`config.mk`:
```
export PLATFORM = sky130hd
export DESIGN_NAME = p_bypass_module
export DESIGN_NICKNAME = d
export VERILOG_FILES = /design/src/rtl/ippro_bypass_pkg.sv /design/src/rtl/bypass_down_counter.sv /design/src/rtl/p_bypass_module.sv
export SDC_FILE = /design/constraint.sdc
export NUM_CORES = 1
export LEC_CHECK = 0
export CAP_MARGIN = 25
export CORE_ASPECT_RATIO = 0.75
export CORE_MARGIN = 2
export CORE_UTILIZATION = 47
export CTS_CLUSTER_SIZE = 40
export DETAILED_ROUTE_END_ITERATION = 16
export HOLD_SLACK_MARGIN = 0.1
export PLACE_DENSITY = 0.72
export SLEW_MARGIN = 25
export SYNTH_ARGS = -nofsm -noshare
export SYNTH_HDL_FRONTEND = slang
export SYNTH_SLANG_ARGS = --single-unit
```
`constraint.sdc`:
```
create_clock -name CLK -period 1.6 [get_ports CLK]
set_input_delay 0.32 -clock CLK [delete_from_list [all_inputs] [get_ports CLK]]
set_output_delay 0.32 -clock CLK [all_outputs]
set_load 0.005 [all_outputs]
```
`src/rtl/ippro_bypass_pkg.sv`:
```
// ippro_bypass_pkg
// Shared definitions for the IPPro bypass-window timer.
//   COUNT_W_DEFAULT : default width of the loaded cycle count and the counter
//   state_t         : timer FSM states (IDLE, COUNT)
package ippro_bypass_pkg;

  localparam int COUNT_W_DEFAULT = 16;

  typedef enum logic {
    IDLE  = 1'b0,
    COUNT = 1'b1
  } state_t;

endpackage

```
`src/rtl/bypass_down_counter.sv`:
```
// bypass_down_counter
// Loadable unsigned down counter that saturates at zero.
// Ports:
//   clk, rst_n : clock and asynchronous active-low reset
//   load       : capture value into the counter (has priority over decrement)
//   value      : value to load
//   dec_en     : decrement by one when the count is non-zero
//   is_zero    : count equals 0
//   is_one     : count equals 1
module bypass_down_counter #(
  parameter int W = 16
) (
  input  logic         clk,
  input  logic         rst_n,
  input  logic         load,
  input  logic [W-1:0] value,
  input  logic         dec_en,
  output logic         is_zero,
  output logic         is_one
);

  logic [W-1:0] cnt_reg;

  always_ff @(posedge clk or negedge rst_n) begin
    if (!rst_n) begin
      cnt_reg <= '0;
    end else if (load) begin
      cnt_reg <= value;
    end else if (dec_en && (cnt_reg != '0)) begin
      // Never wraps: decrement only from a non-zero count.
      cnt_reg <= cnt_reg - W'(1);
    end
  end

  assign is_zero = (cnt_reg == '0);
  assign is_one  = (cnt_reg == W'(1));

endmodule

```
`src/rtl/p_bypass_module.sv`:
```
// p_bypass_module
// Programmable cycle-count timer for the IPPro datapath bypass path. A load
// captures a cycle count N; TERMINATE pulses for one cycle N clock edges
// after the load edge (a count of 0 behaves like 1). A new load restarts the
// timer and suppresses the pulse of the count it replaces.
// Ports:
//   CLK         : system clock, rising edge
//   RESET       : asynchronous active-low reset
//   LOAD_COUNT  : load strobe
//   COUNT_VALUE : cycle count N, sampled when LOAD_COUNT=1
//   TERMINATE   : registered one-cycle expiry pulse
module p_bypass_module
  import ippro_bypass_pkg::*;
#(
  parameter int COUNT_W = COUNT_W_DEFAULT
) (
  input  logic               CLK,
  input  logic               RESET,
  input  logic               LOAD_COUNT,
  input  logic [COUNT_W-1:0] COUNT_VALUE,
  output logic               TERMINATE
);

  state_t state_reg;
  logic   terminate_reg;
  // A zero-length load stays in IDLE but owes a pulse on the following edge.
  logic   zero_pend_reg;
  logic   cnt_zero;
  logic   cnt_one;
  logic   dec_en;

  assign dec_en = (state_reg == COUNT) && !LOAD_COUNT;

  bypass_down_counter #(
    .W(COUNT_W)
  ) u_counter (
    .clk     (CLK),
    .rst_n   (RESET),
    .load    (LOAD_COUNT),
    .value   (COUNT_VALUE),
    .dec_en  (dec_en),
    .is_zero (cnt_zero),
    .is_one  (cnt_one)
  );

  always_ff @(posedge CLK or negedge RESET) begin
    if (!RESET) begin
      state_reg     <= IDLE;
      terminate_reg <= 1'b0;
      zero_pend_reg <= 1'b0;
    end else begin
      terminate_reg <= 1'b0;
      zero_pend_reg <= 1'b0;
      if (LOAD_COUNT) begin
        // Load wins over any expiry due this edge, including a pending zero load.
        if (COUNT_VALUE == '0) begin
          state_reg     <= IDLE;
          zero_pend_reg <= 1'b1;
        end else begin
          state_reg <= COUNT;
        end
      end else if (zero_pend_reg) begin
        terminate_reg <= 1'b1;
      end else begin
        case (state_reg)
          COUNT: begin
            if (cnt_one) begin
              state_reg     <= IDLE;
              terminate_reg <= 1'b1;
            end else if (cnt_zero) begin
              // Unreachable in normal operation; recover to IDLE silently.
              state_reg <= IDLE;
            end
          end
          default: state_reg <= IDLE;
        endcase
      end
    end
  end

  assign TERMINATE = terminate_reg;

endmodule

```
==> results of run 1 <==
-- timing repair --
action	4_1_cts	5_1_grt
setup endpoints to repair	18	18
gates cloned	0	0
pin swaps	9	21
resized for setup	10	20
setup buffers	5	6
-- power by group --
group | total, W | internal, W | switching (W)
Clock | 0.000247 | 0.0000970 | 0.000150
Combinational | 0.000479 | 0.000250 | 0.000229
Sequential | 0.000562 | 0.000522 | 0.0000396
-- cell families (layout without fill, tap and decap cells) --
kind of cell / Yosys count / after routing / share of synthesized area, %
xor gates and xnor gates: 3 / 3 / 2.17
buffers and inverters: 12 / 83 / 5.36
adders and majority gates: 2 / 2 / 2.06
and+or+nand+nor: 59 / 59 / 26.3
AOI/OAI and AO/OA: 43 / 43 / 24.9
DFF: 19 / 19 / 39.2
-- through the flow --
step                      instance area, µm²  cells  total power, W  setup TNS, ps
after global placement                  1740    228        0.000936          -2240
after CTS                               1860    237         0.00123          -1240
after global routing                    2010    243         0.00136          -3300
after floorplan                         1230    138        0.000733           -138
after detailed placement                1740    228        0.000955          -2900
final                                   2010    243         0.00129          -2190
-- worst paths after layout --
path	end	cells past startpoint	slack [ps]
min in group CLK	TERMINATE$_DFF_PN0_	2	530
max in group asynchronous	u_counter.cnt_reg[6]$_DFFE_PN0P_	2	1050
hold / removal	zero_pend_reg$_DFF_PN0_	2	340
setup / recovery	u_counter.cnt_reg[11]$_DFFE_PN0P_	5	-200
hold reg to reg	TERMINATE$_DFF_PN0_	2	530
setup reg to reg	u_counter.cnt_reg[11]$_DFFE_PN0P_	5	-200
-- final cells by class --
| cell class | count | area (µm²) | area share, % |
|---|---|---|---|
| tap | 34 | 42.5 | 2.12 |
| inverter | 7 | 26.3 | 1.31 |
| sequential | 19 | 475 | 23.7 |
| clock buffer | 4 | 26.3 | 1.31 |
| multi-input combinational | 107 | 828 | 41.3 |
| timing repair buffer | 72 | 607 | 30.3 |
-- critical path, cell delays in order, from the launching register on --
cell      delay, ps
dfrtp_1         420
or4_4           610
nor2_4          190
nand2_2          70
or3_1           370
o211ai_2         70
-- placed cells by master (no fill, tap or decap), types with 2 or more instances in the layout --
master           count
buf_4               48
dfrtp_1             19
clkdlybuf4s50_1     19
nand2_1             17
nor2_1               8
o211ai_1             7
o21ai_1              7
inv_1                5
nand3_1              5
a21oi_1              5
buf_6                5
nor4_1               4
nor3_1               4
xor2_1               3
clkbuf_4             3
inv_2                2
nand4_1              2
nor4_2               2
a31oi_1              2
o31ai_2              2
or4_4                2
a21oi_2              2
and2_1               2
nor2_4               2
a21o_1               2
-- layer usage --
layer | up-vias | track usage [%] | share of wire [%]
met1 | 692 | 38.0 | 43
met4 | 0 | 5.78 | 1.5
met2 | 58 | 52.3 | 50
met5 | - | 0 | 0
met3 | 7 | 4.71 | 5.2
li1 | 663 | - | -
==> flow_summary.toml, run 1 <==
[floorplanning]
dieArea_um2 = 3010
rows = 15
start_util_pct = 51.3
core-area_um2 = 2360
dieWidth_um = 62.7
io-pin-count = 20
fp.dieH_um = 48.0

[outcome]
status = "finished with violations"
violations = "negative setup slack"

[sta]
worst_pin_slew_ps = 442
setup_viol = 17
rsz0062_at_grt = "yes"
relSlewSlack_pct = 70.3
max_freq_mhz = 555
post-route-min-period_ps = 1800
min_period_over_period_pct = 113
holdWs_ps = 340
finalMaxSlewViolations = 0
finalClockSkew_ps = 5.20
finalHoldViolations = 0
setup_ws_ps = -202

[cts]
cts_buffer_depth = 2
clk_pin_slew_ps = 110
cts_tree = "yes"
htree_levels = 1
cts_root_buffer = "clkbuf_4"
cts.sinks = 19
clock_latency_ps = 300
cts_buffers = 3
postCtsHoldBufs = 0

[finish]
final_core_utilization_pct = 84.8
nNetsFinal = 231
diodes = 0
drive_gt1_share_pct = 41.1
syn_to_final_growth_pct = 65.3
largest_reg_flops = 16
n_fill_cell = 140

[yosys]
synthFlopType = "dfrtp_1"
synthTopCellsByArea = "dfrtp_1 (39%), nand2_1 (5.6%), o211ai_1 (4.3%)"
syn_area_um2 = 1210
yosys.area.top_type = "dfrtp_1"
yosysTopAreaCellShare_pct = 39.2
synthesis.nets = 159
yosysWarningCount = 0
ys_ff_latch = 19
ys_async_sr_fraction_pct = 100
ys_top_cells_by_count = "dfrtp_1 (19), nand2_1 (18), a21oi_1 (8), nor2_1 (8)"
seq_area_frac_synth_pct = 39.2
yosysMostFrequentCell = "dfrtp_1"
synth-edff-count = 0
synthCells = 138
synth_cell_type_count = 42
avgSynthCellArea_um2 = 8.79

[route]
wire_per_inst_um = 17.7
first_iter_violations = 149
num_vias = 1420
drc_errors = 0
viasPerCell = 5.84
drt_pass1_iterations = 5
ant_nets = 0
drt_wl_total_um = 4300

[worst_setup_path]
criticalPathCategory = "register to register"
startpoint = "u_counter.cnt_reg[5]$_DFFE_PN0P_"
critPathMaxFanout = 4
startpoint_type = "register"
worstPathRequired_ps = 1830
cp_data_arrival_time_ps = 2030
critPathCaptureType = "register"
reg2reg_from = "u_counter.cnt_reg[5]$_DFFE_PN0P_"

[pwr]
power_density_nw_per_um2 = 642
p_leak_nw = 0.852
ir_drop_mv = 0.386

[grt]
grt_pass1_wl_um = 6510
grt_pass1_vias = 1347
grt_overflow_total = 0
grt_max_degree = 20
antenna_found_initial = 0
grt_use_total_pct = 28.8

[placed_design]
hpwl_um = 2960
place_ws_ps = -276
place_congestion = 0.904
numPortBuffers = 19

[hold_path]
min_path_type = "primary input to async pin"

[flow_run]
maxCapViolations = 0
No activity file was read; power rests on OpenSTA's default activity.
==> inputs of run 2 (changes only) <==
ABC_AREA = 1   (was default)
CORE_UTILIZATION = 50   (was 47)
PLACE_DENSITY = 0.73   (was 0.72)
==> run 2 against run 1 <==
Combinational power is 9.8% higher. Utilization is 19 points lower. Critical path type unchanged. The flow now finishes without violations. Final area is 4.1% lower. Global-route usage is 5.6 points lower.
==> flow_summary.toml, run 2 <==
[pwr]
power_density_nw_per_um2 = 783
ir_drop_mv = 0.524
p_leak_nw = 0.976

[yosys]
yosysWarningCount = 0
yosysMostFrequentCell = "nand2_1"
synthTopCellsByArea = "dfrtp_1 (31%), nand2_1 (17%), nand3_2 (9.1%)"
synth_top_family_by_area = "simple AND/OR/NAND/NOR gates"
synth-simple-area-share_pct = 55.2
ys_top_cells_by_count = "nand2_1 (71), nor2_1 (27), dfrtp_1 (19)"
yosys.area.top_type = "dfrtp_1"
avgSynthCellArea_um2 = 7.00
synth_compound_area_share_pct = 4.07
yosysTopAreaCellShare_pct = 30.9
synthAdderAreaFrac_pct = 1.63
synthFlopType = "dfrtp_1"
ys_ff_latch = 19
synth_mux_area_share_pct = 0
seq_area_frac_synth_pct = 30.9
synthCells = 220
synthesis.nets = 241
yosys.area_share.xor_xnor_pct = 0.569
syn_area_um2 = 1540
synth_cell_type_count = 26
synth-edff-count = 0
ys_async_sr_fraction_pct = 100

[finish]
regArea_um2 = 475
diodes = 0
largest_reg_flops = 16
syn_to_final_growth_pct = 25.0
final_core_utilization_pct = 65.5
final_cell_mix = "nand2_1 (71), nor2_1 (27), dfrtp_1 (19), clkdlybuf4s50_1 (19)"
drive_gt1_share_pct = 23.3
layout_commonest_cell = "nand2_1"
n_fill_cell = 281
multiInputGateArea_um2 = 953
nNetsFinal = 275

[worst_setup_path]
crit_slowest_cell = "dfrtp_1"
critPathTopFamily = "simple AND/OR/NAND/NOR gates"
critPathMaxFanout = 12
critPathCaptureType = "register"
startpoint = "u_counter.cnt_reg[1]$_DFFE_PN0P_"
path_buf_inv = 2
worstReg2RegEnd = "u_counter.cnt_reg[2]$_DFFE_PN0P_"
reg2reg_from = "u_counter.cnt_reg[1]$_DFFE_PN0P_"
endpoint = "u_counter.cnt_reg[2]$_DFFE_PN0P_"
crit_top_cell = "nand2_4"
cp_num_cells = 9
worstPathRequired_ps = 1740
cp_data_arrival_time_ps = 1630
startpoint_type = "register"
r2r_cells = 9
slowest_delay_ps = 380
reg2reg_slack_ps = 110
criticalPathCategory = "register to register"
crit_chain = "inv_1 -> ha_2 -> nand2_4 -> nor2_8 -> nand2_4 -> nand2_8 -> inv_4 -> nand2_2 -> nand3_1"

[grt]
grt_pass1_vias = 1336
grt_overflow_total = 0
grt_pass1_wl_um = 6020
gr-usage-met1_pct = 31.9
grt_use_total_pct = 23.3
grt_util_met2_pct = 36.2
grt.busiest_layer = "met2"
grt_util_met3_pct = 5.63
grt_max_degree = 20
antenna_found_initial = 0

[floorplanning]
io-pin-count = 20
rows = 17
start_util_pct = 52.4
core-area_um2 = 2940
fp.dieH_um = 52.0
dieWidth_um = 68.1
dieArea_um2 = 3540

[sta]
max_freq_mhz = 672
finalSetupTns_ps = 0
rsz0062_at_grt = "no"
finalClockSkew_ps = 5.97
finalMaxSlewViolations = 0
setup_viol = 0
worst_pin_slew_ps = 377
post-route-min-period_ps = 1490
min_period_over_period_pct = 93.0
relSlewSlack_pct = 74.8
finalHoldViolations = 0

[cts]
cts_buffer_depth = 2
clk_pin_slew_ps = 80
cts_root_buffer = "clkbuf_8"
clock_latency_ps = 260
cts_buffers = 3
htree_levels = 1
cts_tree = "yes"
cts.sinks = 19

[flow_run]
maxCapViolations = 0

[route]
num_vias = 1433
drt_pass1_iterations = 4
first_iter_violations = 98
viasPerCell = 4.92
drc_errors = 0
drt_wl_total_um = 3600
ant_nets = 0
wire_per_inst_um = 12.4

[placed_design]
hpwl_um = 2780
place_congestion = 0.856
numPortBuffers = 19

[hold_path]
min_path_type = "primary input to async pin"

[outcome]
status = "completed"
==> run 2: how the worst min path moves through the flow <==
| stage | from | to | slack, ps |
|---|---|---|---|
| CTS | RESET | u_counter.cnt_reg[3]$_DFFE_PN0P_ | 400 |
| global placement | zero_pend_reg$_DFF_PN0_ | state_reg$_DFFE_PN0P_ | 500 |
| finish | RESET | u_counter.cnt_reg[4]$_DFFE_PN0P_ | 390 |
| detailed placement | zero_pend_reg$_DFF_PN0_ | state_reg$_DFFE_PN0P_ | 510 |
| floorplan | RESET | TERMINATE$_DFF_PN0_ | 20 |
| global route | RESET | u_counter.cnt_reg[4]$_DFFE_PN0P_ | 430 |
==> run 2: repair_timing <==
action / 4_1_cts / 5_1_grt
endpoints found under the hold margin: 0 / 0
gates resized for setup: 0 / 2
hold buffers: 0 / 0
setup endpoints to repair: 0 / 16
buffers inserted: 0 / 1
==> run 2: metrics by stage <==
stage          instance area [µm²]  std cells  hold slack [ps]  power [W]  setup WS [ps]
2_1_floorplan                 1540        220             24.4   0.000966            108
3_3_place_gp                  1860        286              498    0.00114           64.8
3_5_place_dp                  1860        286              512    0.00115           16.2
4_1_cts                       1910        290              403    0.00151           38.1
5_1_grt                       1920        291              432    0.00161           21.5
6_report                      1920        291              393    0.00151            112
==> run 2: area by class of cell <==
type | count | area share, %
clock buffer | 3 | 2.15
clock inverter | 1 | 0.260
inverter | 20 | 4.03
multi-input combinational | 175 | 49.6
sequential | 19 | 24.7
tap | 38 | 2.47
timing repair buffer | 35 | 16.8
==> run 2: kinds of logic (layout without fill, tap and decap cells) <==
| kind of cell | count (synthesis) | in the layout |
|---|---|---|
| AND/OR/NAND/NOR | 160 | 160 |
| buffers and inverters | 26 | 59 |
| flip-flops | 19 | 19 |
| AO/OA/AOI/OAI | 12 | 12 |
| adder cells (fa/ha/maj) | 2 | 2 |
| XOR/XNOR | 1 | 1 |
==> run 2: per-layer routing <==
| metal | part of all wire [%] | vias to the layer above |
|---|---|---|
| li1 | - | 758 |
| met1 | 48 | 620 |
| met2 | 43 | 49 |
| met3 | 7.7 | 6 |
| met4 | 1.4 | 0 |
| met5 | 0 | - |
==> run 2: power by group <==
group	internal, W	total (W)	switching, W
Combinational	0.000232	0.000526	0.000295
Sequential	0.000541	0.000628	0.0000872
Clock	0.000174	0.000351	0.000177
Total	0.000947	0.00151	0.000559
==> inputs of run 3 (changes only) <==
CORE_UTILIZATION = 40   (was 50)
PLACE_DENSITY = 0.6   (was 0.73)
==> run 3 against run 2 <==
Sequential power hardly changed. First-iteration DRC count rose by 11%. Combinational power down 1%. Non-clock buffer count fell by 5. Die area up 23%. Clock skew decreased by 3.2 ps. Clock-buffer cell count increased by 1. Worst hold slack improved by 9.8 ps. Utilization fell by 13 points. Final area decreased by 0.32%. Critical path type unchanged. Critical endpoint is now u_counter.cnt_reg[7]$_DFFE_PN0P_.
==> flow_summary.toml, run 3 (same netlist as run 2, synthesis figures left out) <==
[pwr]
ir_drop_mv = 0.355
p_leak_nw = 0.954
power_density_nw_per_um2 = 779
total_power_w = 0.00149

[worst_setup_path]
crit_chain = "clkinv_1 -> ha_2 -> nand2_4 -> nor2_8 -> nand2_4 -> nand2_8 -> inv_6 -> nand2_1 -> nand3_1"
criticalPathCategory = "register to register"
crit_slowest_cell = "dfrtp_1"
critPathCaptureType = "register"
slowest_delay_ps = 410
critPathMaxFanout = 12
crit_top_cell = "nand2_4"
cp_data_arrival_time_ps = 1620
startpoint_type = "register"
worstPathRequired_ps = 1750

[cts]
cts.sinks = 19
cts_buffer_depth = 2
cts_buffers = 3
cts_tree = "yes"
htree_levels = 1
cts_root_buffer = "clkbuf_8"
clk_pin_slew_ps = 80
clock_latency_ps = 260
postCtsSetupBuffers = 0

[finish]
layout_commonest_cell = "nand2_1"
nNetsFinal = 270
drive_gt1_share_pct = 21.4
regArea_um2 = 475
n_fill_cell = 372
final_cell_mix = "nand2_1 (71), nor2_1 (27), dfrtp_1 (19), clkdlybuf4s50_1 (19)"
largest_reg_flops = 16
syn_to_final_growth_pct = 24.6
multiInputGateArea_um2 = 953
diodes = 0

[route]
drt_pass1_iterations = 4
first_iter_violations = 109
viasPerCell = 4.73
num_vias = 1418
drt_wl_total_um = 3710
drc_errors = 0
wire_per_inst_um = 12.4
ant_nets = 0

[floorplanning]
fp.dieH_um = 57.7
core-area_um2 = 3680
start_util_pct = 41.8
dieArea_um2 = 4360
io-pin-count = 20
rows = 19
dieWidth_um = 75.6

[outcome]
status = "completed"

[grt]
grt_overflow_total = 0
grt_pass1_wl_um = 6140
grt_max_degree = 21
antenna_found_initial = 0
grt_pass1_vias = 1232
grt_use_total_pct = 18.9

[placed_design]
place_congestion = 0.842
hpwl_um = 2790
numPortBuffers = 19

[sta]
finalMaxSlewViolations = 0
finalHoldViolations = 0
setup_viol = 0
post-route-min-period_ps = 1470
finalClockSkew_ps = 2.81
worst_pin_slew_ps = 260
min_period_over_period_pct = 91.9
rsz0062_at_grt = "no"
holdWs_ps = 403
relSlewSlack_pct = 82.6
max_freq_mhz = 680

[hold_path]
min_path_type = "primary input to async pin"

[flow_run]
maxCapViolations = 0
-- run 3: stage by stage --
| step | TNS [ps] | util (%) | setup slack, ps | cells | instance area (µm²) |
|---|---|---|---|---|---|
| global placement | 0 | 50.5 | 5.47 | 296 | 1860 |
| global route | 0 | 52.0 | 3.51 | 300 | 1920 |
| finish | 0 | 52.0 | 129 | 300 | 1920 |
| detailed placement | -16.6 | 50.5 | -16.6 | 296 | 1860 |
| floorplan | 0 | - | 108 | 220 | 1540 |
| CTS | 0 | 51.7 | 76.3 | 300 | 1910 |
-- run 3: worst max-delay path: cells and delay by family (launching register included) --
family                   cells  cell delay [ps]
buffers and inverters        2              160
adder cells (fa/ha/maj)      1              210
flip-flops                   1              410
AND/OR/NAND/NOR              6              570
-- run 3: worst paths after layout --
kind / startpoint / to / slack, ps / cells after the start
worst max-delay path: u_counter.cnt_reg[0]$_DFFE_PN0P_ / u_counter.cnt_reg[7]$_DFFE_PN0P_ / 130 / 9
max in group asynchronous: RESET / u_counter.cnt_reg[15]$_DFFE_PN0P_ / 990 / 2
worst min-delay path: RESET / u_counter.cnt_reg[8]$_DFFE_PN0P_ / 400 / 2
worst max register to register: u_counter.cnt_reg[0]$_DFFE_PN0P_ / u_counter.cnt_reg[7]$_DFFE_PN0P_ / 130 / 9
worst min register to register: zero_pend_reg$_DFF_PN0_ / state_reg$_DFFE_PN0P_ / 530 / 2
min in group CLK: zero_pend_reg$_DFF_PN0_ / state_reg$_DFFE_PN0P_ / 530 / 2
-- run 3: power breakdown --
| group | total [W] | internal [W] | switching [W] |
|---|---|---|---|
| clock network | 0.000348 | 0.000177 | 0.000170 |
| registers | 0.000626 | 0.000541 | 0.0000845 |
| logic | 0.000519 | 0.000227 | 0.000292 |
-- run 3: layer usage --
metal | vias up | track usage [%] | part of all wire, %
met4 | 0 | 3.01 | 0.43
li1 | 756 | - | -
met1 | 638 | 31.2 | 57
met5 | - | 0 | 0
met2 | 22 | 24.7 | 39
met3 | 2 | 4.70 | 3.3
-- run 3: area by class of cell --
cell class                 count  area share [%]
multi-input combinational    175            49.7
sequential                    19            24.8
tap                           52            3.39
clock buffer                   4            2.35
inverter                      20            4.18
timing repair buffer          30            15.5
-- run 3: timing repair --
action,4_1_cts,5_1_grt
endpoints found under the setup margin,0,17
hold buffers,0,0
resized for setup,0,3
